File: config.mk
export PLATFORM = sky130hd
export DESIGN_NAME = int_ctrl
export DESIGN_NICKNAME = d
export VERILOG_FILES = /design/src/rtl/int_ctrl.sv
export SDC_FILE = /design/constraint.sdc
export NUM_CORES = 1
export LEC_CHECK = 0
export CORE_AREA = 10 10 68 70
export DETAILED_ROUTE_END_ITERATION = 8
export DIE_AREA = 0 0 78 80
export GPL_TIMING_DRIVEN = 0
export HOLD_SLACK_MARGIN = 0.03
export PLACE_DENSITY = 0.73
export SYNTH_ARGS = -nofsm -noshare
export SYNTH_HDL_FRONTEND = slang
export SYNTH_SLANG_ARGS = --single-unit
File: constraint.sdc
create_clock -name CLK -period 1.45 [get_ports CLK]
set_input_delay 0.3625 -clock CLK [delete_from_list [all_inputs] [get_ports CLK]]
set_output_delay 0.3625 -clock CLK [all_outputs]
set_load 0.01 [all_outputs]
File: src/rtl/int_ctrl.sv
// int_ctrl -- interrupt controller for the RAT MCU.
//
// Latches rising edges on up to eight peripheral interrupt lines as pending
// bits. It gates them with a software mask and raises one registered request
// (INT_R) to the control unit. INT_R stays high until the control unit
// acknowledges. The controller then records the source in service and waits
// for a software EOI write before it raises the next request.
//
// Ports:
//   CLK       in   system clock, rising-edge
//   RESET     in   synchronous active-high reset
//   IRQ_IN    in   [N_SRC] interrupt lines (synchronous, rising-edge sensitive)
//   PORT_ID   in   [8] I/O port address
//   OUT_PORT  in   [8] I/O write data
//   IO_STRB   in   one-cycle I/O write strobe
//   INT_ACK   in   one-cycle acknowledge from the control unit
//   INT_R     out  registered interrupt request
//   RD_DATA   out  [8] combinational read data for PORT_ID (0 if unmapped)
//   RD_HIT    out  high when PORT_ID addresses one of this block's ports
module int_ctrl #(
    parameter int          N_SRC     = 8,
    parameter logic [7:0]  MASK_PORT = 8'h20,
    parameter logic [7:0]  PEND_PORT = 8'h21,
    parameter logic [7:0]  EOI_PORT  = 8'h22
) (
    input  logic             CLK,
    input  logic             RESET,
    input  logic [N_SRC-1:0] IRQ_IN,
    input  logic [7:0]       PORT_ID,
    input  logic [7:0]       OUT_PORT,
    input  logic             IO_STRB,
    input  logic             INT_ACK,
    output logic             INT_R,
    output logic [7:0]       RD_DATA,
    output logic             RD_HIT
);

    typedef enum logic [1:0] {IDLE, REQ, SERVICE} state_t;

    state_t           state_q, state_d;
    logic [N_SRC-1:0] irq_prev_q;
    logic [N_SRC-1:0] pending_q, pending_d;
    logic [N_SRC-1:0] mask_q, mask_d;
    logic [2:0]       cur_id_q, cur_id_d;
    logic             int_r_q, int_r_d;

    logic [N_SRC-1:0] rise;
    logic [N_SRC-1:0] active;
    logic [N_SRC-1:0] sel_oh;
    logic [N_SRC-1:0] clr;
    logic [2:0]       sel;
    logic             mask_wr;
    logic             eoi_wr;
    logic             ack_take;

    assign rise    = IRQ_IN & ~irq_prev_q;
    assign active  = pending_q & mask_q;
    assign mask_wr = IO_STRB && (PORT_ID == MASK_PORT);
    assign eoi_wr  = IO_STRB && (PORT_ID == EOI_PORT);
    // An acknowledge counts only while a request is actually outstanding.
    assign ack_take = (state_q == REQ) && INT_ACK;

    // Priority pick: scanning from the top down leaves the lowest set index.
    always_comb begin
        sel    = 3'd0;
        sel_oh = '0;
        for (int i = N_SRC - 1; i >= 0; i--) begin
            if (active[i]) begin
                sel       = 3'(i);
                sel_oh    = '0;
                sel_oh[i] = 1'b1;
            end
        end
    end

    // New edges win over a clear of the same bit in the same cycle, so an
    // edge that coincides with EOI or ACK is never lost.
    always_comb begin
        clr = '0;
        if (eoi_wr) begin
            clr = clr | OUT_PORT[N_SRC-1:0];
        end
        if (ack_take) begin
            clr = clr | sel_oh;
        end
        pending_d = (pending_q & ~clr) | rise;
        mask_d    = mask_wr ? OUT_PORT[N_SRC-1:0] : mask_q;
    end

    always_comb begin
        state_d  = state_q;
        cur_id_d = cur_id_q;
        case (state_q)
            IDLE: begin
                if (|active) begin
                    state_d = REQ;
                end
            end
            REQ: begin
                if (INT_ACK) begin
                    state_d  = SERVICE;
                    cur_id_d = sel;
                end else if (active == '0) begin
                    // Source masked or cleared before the ACK: withdraw.
                    state_d = IDLE;
                end
            end
            SERVICE: begin
                if (eoi_wr) begin
                    state_d = IDLE;
                end
            end
            default: state_d = IDLE;
        endcase
        int_r_d = (state_d == REQ);
    end

    always_ff @(posedge CLK) begin
        if (RESET) begin
            state_q    <= IDLE;
            irq_prev_q <= '0;
            pending_q  <= '0;
            mask_q     <= '0;
            cur_id_q   <= 3'd0;
            int_r_q    <= 1'b0;
        end else begin
            state_q    <= state_d;
            irq_prev_q <= IRQ_IN;
            pending_q  <= pending_d;
            mask_q     <= mask_d;
            cur_id_q   <= cur_id_d;
            int_r_q    <= int_r_d;
        end
    end

    assign INT_R = int_r_q;

    always_comb begin
        RD_DATA = 8'h00;
        RD_HIT  = 1'b0;
        if (PORT_ID == MASK_PORT) begin
            RD_DATA[N_SRC-1:0] = mask_q;
            RD_HIT             = 1'b1;
        end else if (PORT_ID == PEND_PORT) begin
            RD_DATA[N_SRC-1:0] = pending_q;
            RD_HIT             = 1'b1;
        end else if (PORT_ID == EOI_PORT) begin
            RD_DATA = {4'b0000, (state_q == SERVICE), cur_id_q};
            RD_HIT  = 1'b1;
        end
    end

endmodule

After elaboration in Yosys (flattened, before gate mapping)
Cells that the tools add are included.

operators by class
  order comparisons = 0
  bitwise operators = 7
  multiply operators = 0
  reductions and logical operators = 7
  add/sub/neg operators = 0
  shift-type cells = 0
  muxes and demuxes = 29
  divide/modulo/power cells = 0
  equal/unequal tests = 6

operators with widths
  kind                  number
  $mux W8               12
  $and A8 B8 Y8         3
  $eq A8 B6 Y1 const B  3
  $mux W3               8
  $not A8 Y8            2
  $or A8 B8 Y8          2
  $logic_not A8 Y1      1
  $mux W2               4
  $reduce_or A8 Y1      1
  $pmux W2 S3           1
  $eq A2 B1 Y1 const B  2
  $mux W4               1
  $logic_and A1 B1 Y1   3
  $mux W1               3
  $eq A2 B2 Y1 const B  1
  $logic_not A2 Y1      1
  $reduce_and A2 Y1     1

storage, ports and cells
  memory bits (writable) = 0
  bits in latches = 0
  logic and storage cells = 55
  ROM bits = 0
  memories kept = 0
  output and inout bits = 10
  bits in registers = 30

Longest topological paths before layout
Gate-level depths: netlist of the first run.

  depth in word-level cells = 14
  gate-level depth with buffers = 6
  mapped depth without buffers = 4

Least setup slack after synthesis of the first run
No wires, ideal clock.

  path type = input to output
  from = input port PORT_ID[3]
  to = output port RD_DATA[4]
  data required time = 1087 ps
  arrival = 1156 ps
  cell stages on the path = 3
  setup slack = -68 ps
  buffers on the path = 0
  cells stage by stage = nor4b_4 -> nand2_1 -> nor3_1

between the ends
  longest elaborated chain between the ends = 3

RTL lines
  what          RTL line  RTL
  from (decl)   29        input logic [7:0] PORT_ID,
  $eq A8 B6 Y1  144       end else if (PORT_ID == PEND_PORT) begin
  $mux W8       144
  $mux W8 (*)   141       if (PORT_ID == MASK_PORT) begin
  to (decl)     34        output logic [7:0] RD_DATA,

Every way passes the cells marked *; elsewhere a longest branch is shown, timed or not.

Final worst setup path of the first run
  from = input port PORT_ID[2]
  to = output port RD_DATA[1]

between the ends
  longest elaborated chain between the ends = 4

RTL lines
  what          RTL line  RTL
  $eq A8 B6 Y1  147       end else if (PORT_ID == EOI_PORT) begin
  $mux W4       147
  $mux W8       144
  $mux W8 (*)   141

Marked as above.

==> impl_metrics.json, run 1 <==
{
  "routed-wl-met2_mm": 1.97,
  "crit_fanout": 3,
  "critPathMaxStageDelay_ps": 320,
  "vias": 1427,
  "num_rows": 21,
  "clock.fmax_mhz": 588,
  "routed.top_layer": "met4",
  "p_leak_nw": 0.922,
  "drt_iter0_drc": 83,
  "die_h_um": 80,
  "final_cell_mix": "27 x dfxtp_1, 19 x nand2_1, 16 x clkdlybuf4s50_1",
  "cts_buffers": 5,
  "met3WireLength_um": 294,
  "drv_slew": 0,
  "cts.sinks": 30,
  "finalCritPeriodShare_pct": 117,
  "fin_ws_ps": -251,
  "syn_inst": 162,
  "timing.rr.start": "pending_q[2]",
  "cap_viol_max_count": 0,
  "ys_seq_elements": 30,
  "final_common_cell": "dfxtp_1",
  "multiInputGateArea_um2": 885,
  "synth_area_um2": 1440,
  "port_buffers": 36,
  "insertion_delay_ps": 330,
  "grt_pass1_wl_mm": 6.74,
  "synth_edf_count": 0,
  "cp_slowest_cell": "nor4b_4",
  "ys_types": 34,
  "antenna_found_initial": 0,
  "dp_hpwl_mm": 2.93,
  "fillers": 292,
  "firstDrtPassIters": 6,
  "hold_class": "reg2reg",
  "wl_met1_mm": 1.72,
  "crit_required_ps": 1090,
  "path_cells": "buf_6, nor4b_4, buf_4, nand2_4, buf_6, nor2_2, buf_2",
  "drt-total-wl_mm": 4.09,
  "period_needed_ps": 1700,
  "setup_viol": 9,
  "worstSetupEndpointType": "primary output",
  "drive_gt1_share_pct": 29.5,
  "fp.dieArea_um2": 6240,
  "pre_cts_ws_ps": -1170,
  "hold_path_startpoint": "irq_prev_q[4]",
  "antenna_cells": 0,
  "synth_flop_cell": "dfxtp_1",
  "synthArstFlopShare_pct": 0,
  "wire_per_inst_um": 15.5,
  "place.gp.congestion": 0.856,
  "finalInstanceArea_um2": 2090,
  "crit_top_cell": "buf_6",
  "avgSynthCellArea_um2": 8.87,
  "die_w_um": 78,
  "violations": "setup timing",
  "clock-root-buffer": "clkbuf_4",
  "ys_warn_count": 0,
  "avgViaCountPerCell": 5.43,
  "ios": 38,
  "slew_headroom_pct": 67.0,
  "rsz0062_at_grt": "yes",
  "start_kind": "input pin",
  "grt_overflow": 0,
  "peakVddDrop_v": 0.000580,
  "yosysSeqAreaShare_pct": 41.8,
  "grt_pass1_vias": 1418,
  "crit_arrival_ps": 1340,
  "syn_nets": 190,
  "finClkSkew_ps": 6.57,
  "tightest_slew_ps": 495,
  "powerDensity_nw_per_um2": 776,
  "final_util_pct": 63.7,
  "final_cells": 263,
  "clk_pin_slew_worst_paths_ps": 90,
  "hold_violations": 0,
  "place_area_um2": 1850,
  "grt_use_total_pct": 13.5,
  "cts_tree": "built",
  "placed_cells": 244,
  "syn_to_final_growth_pct": 45.6,
  "drc_errors": 0,
  "initial_core_util_pct": 43.7,
  "core_area_um2": 3280,
  "drtAntennaViolNets": 0,
  "fin_nets": 244,
  "register_area_um2": 607,
  "status": "finished with violations",
  "htreeDepth": 2,
  "grt_max_degree": 11,
  "cp-startpoint": "PORT_ID[2]",
  "critical_path_class": "in2out",
  "cts.path.max_buffers": 2
}
-- kinds of logic (layout without fill, tap and decap cells) --
kind of cell | after synthesis | after routing | synth area share [%]
AO/OA/AOI/OAI | 37 | 37 | 18.1
buffers and inverters | 14 | 68 | 4.70
flip-flops | 30 | 30 | 41.8
multiplexers | 15 | 15 | 10.5
AND/OR/NAND/NOR | 66 | 67 | 24.9
-- state kept, by name, indices dropped and copies added, names as in the netlist --
signal and cells:
irq_prev_q 8, mask_q 8, pending_q 8, cur_id_q 3, state_q 2, INT_R 1
-- cell type report --
type	instances	share of cell area (%)
Multi-Input combinational cell	119	42.3
Sequential cell	30	29.0
Timing Repair Buffer	46	18.9
Buffer	7	2.75
Tap cell	46	2.75
Clock buffer	6	2.45
Inverter	7	1.26
Clock inverter	2	0.598
-- worst max-delay path: cells and delay by family --
kind                   cells  cell delay (ps)
AND/OR/NAND/NOR            3              430
buffers and inverters      4              540
-- Yosys cell counts (2+ instances only) --
library cell	n	area (um^2)
a221o_1	4	40.0
o31a_1	2	17.5
mux2i_1	15	150
nand2b_1	3	18.8
nor2b_1	9	56.3
clkbuf_1	2	7.51
nor3_1	4	20.0
nand2_1	20	75.1
nor2_1	18	67.6
a22o_1	4	35.0
a211oi_1	2	15.0
inv_1	7	26.3
nand3_1	2	10.0
a21oi_1	12	60.1
o21ai_0	6	30.0
buf_2	3	15.0
dfxtp_1	30	601
a41o_1	3	30.0
-- final timing paths --
kind	endpoint	slack [ps]	cells after the start
setup / recovery	RD_DATA[1]	-250	7
hold / removal	pending_q[4]	420	1
hold reg to reg	pending_q[4]	420	1
setup reg to reg	pending_q[5]	50	4
-- through the flow --
step	hold slack [ps]	TNS, ps	power, mW
3_3_place_gp	401	-18010	1.07
6_report	423	-1730	1.62
4_1_cts	425	-1900	1.62
2_1_floorplan	399	-273	0.972
5_1_grt	440	-2220	1.69
3_5_place_dp	411	-18990	1.08
-- metal layers --
| layer | track usage, % | vias up |
|---|---|---|
| met2 | 22.7 | 49 |
| met5 | 0 | - |
| met1 | 15.4 | 678 |
| met4 | 6.45 | 0 |
| li1 | - | 689 |
| met3 | 3.83 | 11 |
-- what timing repair did --
item,4_1_cts,5_1_grt
resized for setup,86,19
hold buffers,0,0
endpoints found under the setup margin,27,22
pin swaps,9,10
setup buffers,8,2
gates cloned,1,0
-- where the power goes --
part           internal [mW]  total [mW]  switching (mW)
combinational          0.118       0.206          0.0878
clock                  0.233       0.533           0.300
sequential             0.856       0.886          0.0301
Note: power is estimated with default switching activity, not from simulation.
==> inputs of run 2 (changes only) <==
--- a/config.mk
+++ b/config.mk
@@ -6,11 +6,13 @@
 export NUM_CORES = 1
 export LEC_CHECK = 0
 export CORE_AREA = 10 10 68 70
+export CTS_CLUSTER_SIZE = 16
 export DETAILED_ROUTE_END_ITERATION = 8
 export DIE_AREA = 0 0 78 80
 export GPL_TIMING_DRIVEN = 0
 export HOLD_SLACK_MARGIN = 0.03
 export PLACE_DENSITY = 0.73
+export SLEW_MARGIN = 40
 export SYNTH_ARGS = -nofsm -noshare
 export SYNTH_HDL_FRONTEND = slang
 export SYNTH_SLANG_ARGS = --single-unit
==> results of run 2 <==
No change in the layout: final DEF, timing and power equal those of run 1.
